--- src/rtl/data_collector_pkg.sv ---
// Shared definitions for the three-to-one data collector.
//   - Source-tag constants, identical to the 2-bit distributor's FUN codes,
//     so a downstream distributor can route replies straight from OUT_SRC.
//   - Output-register state encoding.
package data_collector_pkg;

    localparam logic [1:0] SRC_NONE = 2'b00;
    localparam logic [1:0] SRC_1    = 2'b01;
    localparam logic [1:0] SRC_2    = 2'b10;
    localparam logic [1:0] SRC_3    = 2'b11;

    typedef enum logic {
        EMPTY = 1'b0,
        FULL  = 1'b1
    } state_t;

endpackage

--- src/rtl/rr_arbiter_3.sv ---
// Three-request round-robin arbiter.
// Ports:
//   clk, rst      clock, asynchronous active-high reset
//   req[2:0]      request per source (bit 0 = source 1)
//   upd           load the pointer with upd_src this cycle
//   upd_src[1:0]  tag (1..3) of the source just granted
//   gnt[2:0]      one-hot grant, combinational from req and the pointer
// The pointer holds the tag of the last granted source; the search starts
// at pointer+1 and wraps 3 -> 1. Reset value 3 gives source 1 first priority.
module rr_arbiter_3
    import data_collector_pkg::*;
(
    input  logic       clk,
    input  logic       rst,
    input  logic [2:0] req,
    input  logic       upd,
    input  logic [1:0] upd_src,
    output logic [2:0] gnt
);

    logic [1:0] ptr;

    always_ff @(posedge clk or posedge rst) begin
        if (rst)      ptr <= SRC_3;
        else if (upd) ptr <= upd_src;
    end

    always_comb begin
        gnt = 3'b000;
        case (ptr)
            SRC_1: begin            // order 2, 3, 1
                if      (req[1]) gnt = 3'b010;
                else if (req[2]) gnt = 3'b100;
                else if (req[0]) gnt = 3'b001;
            end
            SRC_2: begin            // order 3, 1, 2
                if      (req[2]) gnt = 3'b100;
                else if (req[0]) gnt = 3'b001;
                else if (req[1]) gnt = 3'b010;
            end
            default: begin          // SRC_3 (SRC_NONE never loaded): 1, 2, 3
                if      (req[0]) gnt = 3'b001;
                else if (req[1]) gnt = 3'b010;
                else if (req[2]) gnt = 3'b100;
            end
        endcase
    end

endmodule

--- src/rtl/data_collector_2b.sv ---
// Three-to-one data collector with a one-entry registered output.
// Ports:
//   CLK, RST                   clock, asynchronous active-high reset
//   FUN[1:0]                   01/10/11 force source 1/2/3, 00 automatic
//   IN_x, VALID_x, READY_x     source channels x = 1..3 (valid/ready)
//   OUT, OUT_SRC, OUT_VALID    held word, its source tag, occupancy
//   OUT_READY                  consumer takes the held word this cycle
// Build option: DATA_COLLECTOR_RR_EN enables round-robin arbitration when
// FUN=00; without it FUN=00 grants nothing and no arbiter is built.
module data_collector_2b
    import data_collector_pkg::*;
#(
    parameter int WIDTH = 2
) (
    input  logic             CLK,
    input  logic             RST,
    input  logic [1:0]       FUN,
    input  logic [WIDTH-1:0] IN_1,
    input  logic [WIDTH-1:0] IN_2,
    input  logic [WIDTH-1:0] IN_3,
    input  logic             VALID_1,
    input  logic             VALID_2,
    input  logic             VALID_3,
    output logic             READY_1,
    output logic             READY_2,
    output logic             READY_3,
    output logic [WIDTH-1:0] OUT,
    output logic [1:0]       OUT_SRC,
    output logic             OUT_VALID,
    input  logic             OUT_READY
);

    state_t           state, state_nxt;
    logic [WIDTH-1:0] data_q, data_nxt, sel_data;
    logic [1:0]       src_q, src_nxt, sel_src;
    logic [2:0]       valid, grant, ready, rr_gnt;
    logic             can_accept, xfer;

    assign valid = {VALID_3, VALID_2, VALID_1};

`ifdef DATA_COLLECTOR_RR_EN
    // Pointer only advances on automatic-mode transfers; forced grants
    // leave the round-robin order untouched.
    rr_arbiter_3 u_arb (
        .clk     (CLK),
        .rst     (RST),
        .req     (valid),
        .upd     (xfer && (FUN == SRC_NONE)),
        .upd_src (sel_src),
        .gnt     (rr_gnt)
    );
`else
    assign rr_gnt = 3'b000;
`endif

    always_comb begin
        grant = 3'b000;
        case (FUN)
            SRC_1:   grant[0] = valid[0];
            SRC_2:   grant[1] = valid[1];
            SRC_3:   grant[2] = valid[2];
            default: grant    = rr_gnt;
        endcase
    end

    // FULL with OUT_READY allows drain-and-refill in one cycle. RST gates
    // READY because the register reads EMPTY throughout reset.
    assign can_accept = (state == EMPTY) || OUT_READY;
    assign ready      = grant & {3{can_accept && !RST}};
    assign xfer       = |ready;

    assign READY_1 = ready[0];
    assign READY_2 = ready[1];
    assign READY_3 = ready[2];

    always_comb begin
        sel_data = '0;
        sel_src  = SRC_NONE;
        if (grant[0]) begin
            sel_data = IN_1;
            sel_src  = SRC_1;
        end else if (grant[1]) begin
            sel_data = IN_2;
            sel_src  = SRC_2;
        end else if (grant[2]) begin
            sel_data = IN_3;
            sel_src  = SRC_3;
        end
    end

    always_comb begin
        state_nxt = state;
        data_nxt  = data_q;
        src_nxt   = src_q;
        if (xfer) begin
            state_nxt = FULL;
            data_nxt  = sel_data;
            src_nxt   = sel_src;
        end else if (state == FULL && OUT_READY) begin
            // Drained: OUT keeps its last value, only the tag clears.
            state_nxt = EMPTY;
            src_nxt   = SRC_NONE;
        end
    end

    always_ff @(posedge CLK or posedge RST) begin
        if (RST) begin
            state  <= EMPTY;
            data_q <= '0;
            src_q  <= SRC_NONE;
        end else begin
            state  <= state_nxt;
            data_q <= data_nxt;
            src_q  <= src_nxt;
        end
    end

    assign OUT       = data_q;
    assign OUT_SRC   = src_q;
    assign OUT_VALID = (state == FULL);

endmodule

--- config.mk ---
export PLATFORM = sky130hd
export DESIGN_NAME = data_collector_2b
export DESIGN_NICKNAME = d
export VERILOG_FILES = /design/src/rtl/data_collector_pkg.sv /design/src/rtl/rr_arbiter_3.sv /design/src/rtl/data_collector_2b.sv
export SDC_FILE = /design/constraint.sdc
export NUM_CORES = 1
export LEC_CHECK = 0
export ABC_AREA = 1
export BUFFER_PORTS_ARGS = -buffer_cell sky130_fd_sc_hd__clkbuf_2
export CORE_UTILIZATION = 25
export CTS_CLUSTER_DIAMETER = 40
export DETAILED_ROUTE_END_ITERATION = 10
export PLACE_DENSITY = 0.59
export SLEW_MARGIN = 0
export SYNTH_ARGS = -nofsm -noshare
export SYNTH_HDL_FRONTEND = slang
export SYNTH_SLANG_ARGS = --single-unit
--- constraint.sdc ---
create_clock -name CLK -period 1 [get_ports CLK]
set_input_delay 0.1 -clock CLK [delete_from_list [all_inputs] [get_ports CLK]]
set_output_delay 0.1 -clock CLK [all_outputs]
set_load 0.01 [all_outputs]
==> out/metrics.cfg <==
[place]
port_buffers = 21
hpwl_um = 688
post-place-ws_ns = 0.0210
gp_congestion = 0.808

[routing]
vias_per_cell = 4.17
wire_per_inst_um = 9.07
dr.pass1.iters = 4
first_iter_violations = 7
detail-route-antenna-nets = 0
drc = 0
vias = 392
wirelength_um = 853

[worst_hold_path]
hp-class = in2reg

[timing]
final.period_utilization = 1.13
setup_ws_ns = -0.129
setup_viol_count_final = 7
finalClockSkew_ns = 0.00519
fmax_ghz = 0.886
hold_viol = 0
post-route-min-period_ns = 1.13
rsz0062_at_grt = yes
maxSlewViolCount = 0
hold-worst-slack_ns = 0.166
slew_headroom = 0.797
worst_pin_slew_ns = 0.304

[clock_tree]
cts_max_level = 1
cts_buffer_depth = 2
clkLatencyLatePin_ns = 0.24
cts_sinks = 5
cts.clk_slew.worst_paths_ns = 0.05
cts_buffers = 3
cts_tree = yes
cts_root_buffer = clkbuf_4

[yosys]
synth-simple-area-share = 0.487
ys_top_cells_by_area = dfrtp_1 37%, nand2_1 20%, inv_1 6.7%
synth-compound-area-share = 0.0632
ys_ff_latch = 5
yosys-top-cells-count = 18 x nand2_1, 6 x inv_1, 5 x dfrtp_1
yosys.area.top_type = dfrtp_1
ys.flop_type = dfrtp_1
synthCells = 49
synth.most_common_cell = nand2_1
synth-async-reset-ratio = 1.00
synth_top_family_by_area = simple AND/OR/NAND/NOR gates
synth.top_cell.area_share = 0.372
synth.avg_cell_area_um2 = 6.87
synth_cell_types = 15
syn_nets = 63
synth_edf_count = 0
synth-seq-area-share = 0.372
yosys_warnings = 0
synthAdderAreaFrac = 0
netlist_area_um2 = 337
synth_mux_area_frac = 0
synthXorXnorAreaFrac = 0

[setup_path]
rr_worst_depth = 7
required_ns = 0.90
r2r_end = OUT[0]
start_kind = register
cp_cell_sequence = nand2_2 > nand2_4 > nor2_4 > buf_6
path_max_fanout = 4
worstSetupPathType = reg2out
reg2reg_setup_slack_ns = -0.10
critPathMaxStageDelay_ns = 0.38
r2r-start = OUT_VALID
cp_slowest_cell = dfrtp_1
worstSetupEndpointType = output pin
endpoint = READY_2
worstPathArrival_ns = 1.03
startpoint = OUT_VALID

[power]
pwr_density_cell_mw_per_mm2 = 1240
power.leakage_nw = 0.332
vdd_drop_max_v = 0.000300

[finish]
fillers = 123
area_growth_syn_to_layout_pct = 73.2
seqCellArea_um2 = 125
layout.nets = 95
multiInputGateArea_um2 = 214
drive_above_1_share = 0.538
n_antenna_cell = 0

[floorplan]
die_width_um = 38.7
core_mm2 = 0.00117
initial_utilization = 0.287
placementRows = 12
pin_count = 22
die_h_um = 38.7
dieArea_mm2 = 0.00150

[grt]
grt_first_pass_wirelength_mm = 1.44
track_usage = 0.142
grt-ovfl-total = 0
antenna_found_initial = 0
grt_pass1_vias = 380
grt_max_degree = 6

[status]
status = complete, but fails checks
violations = setup timing

[flow_run]
cap_violations = 0

-- flip-flops by register name, indices dropped and copies added (netlist names) --
signal,count
OUT,2
OUT_SRC,2
OUT_VALID,1
-- stage by stage --
| stage | setup TNS [ns] | util | std cells | cell area (um2) | total power [mW] |
|---|---|---|---|---|---|
| after floorplan | -0.00981 | - | 49 | 342 | 0.365 |
| after global placement | 0 | 0.409 | 86 | 479 | 0.457 |
| after detailed placement | 0 | 0.409 | 86 | 479 | 0.460 |
| after CTS | -0.702 | 0.462 | 94 | 541 | 0.715 |
| after global routing | -1.34 | 0.498 | 94 | 583 | 0.792 |
| final | -0.706 | 0.498 | 94 | 583 | 0.726 |
-- metal layers --
metal	routed length (um)	vias up	GRT usage
met2	458	15	0.233
met4	0	0	0.103
met1	348	165	0.153
met5	0	-	0
li1	-	212	-
met3	46	0	0.0405
-- layout by cell type, fill, tap and decap left out --
cell type      instances
nand2_1               17
clkbuf_2              17
dfrtp_1                5
inv_1                  5
buf_4                  5
nor2_2                 3
nand2_2                3
nand3_1                3
clkbuf_4               3
buf_6                  3
nor2_1                 2
nor2_4                 2
nand2_4                1
inv_4                  1
o21ai_4                1
nand3_2                1
inv_2                  1
nand4_1                1
nand3b_1               1
a21oi_2                1
o31ai_1                1
clkbuf_1               1
dlygate4sd3_1          1
buf_2                  1
-- logic make-up (layout without fill, tap and decap cells) --
| group | count (synthesis) | after routing |
|---|---|---|
| flops | 5 | 5 |
| compound gates | 3 | 3 |
| buf+inv | 7 | 38 |
| simple gates | 34 | 34 |
-- how the worst min path moves through the flow --
| stage | startpoint | to | slack (ns) | depth (start not counted) |
|---|---|---|---|---|
| floorplan | RST | OUT[0] | -0.09 | 1 |
| global placement | RST | OUT_VALID | 0.14 | 3 |
| detailed placement | RST | OUT[1] | 0.13 | 3 |
| CTS | OUT_READY | OUT_SRC[0] | 0.17 | 4 |
| global route | OUT_READY | OUT_SRC[0] | 0.20 | 4 |
| finish | OUT_READY | OUT_SRC[0] | 0.17 | 4 |
-- area by class of cell --
class | instances | area share
multi-input cells | 37 | 0.367
inverters | 7 | 0.0494
clock buffers | 4 | 0.0451
repair buffers | 27 | 0.294
well taps | 14 | 0.0300
flip-flops and latches | 5 | 0.215
-- critical path, delay by kind of cell (launching register included) --
| family | cells | cell delay [ns] |
|---|---|---|
| buf+inv | 1 | 0.11 |
| flops | 1 | 0.38 |
| simple gates | 3 | 0.29 |
-- repair_timing --
| action | 4_1_cts | 5_1_grt |
|---|---|---|
| endpoints found under the hold margin | 5 | 0 |
| pin swaps | 1 | 5 |
| buffers inserted | 3 | 0 |
| hold buffers | 1 | 0 |
| gates cloned | 0 | 0 |
| resized for setup | 1 | 14 |
| endpoints found under the setup margin | 3 | 9 |
-- power breakdown --
part	switching [mW]	leakage [nW]	internal, mW
logic	0.120	0.253	0.111
clock network	0.0822	0.0150	0.151
registers	0.0214	0.0642	0.240
(Power assumes the default switching activity.)
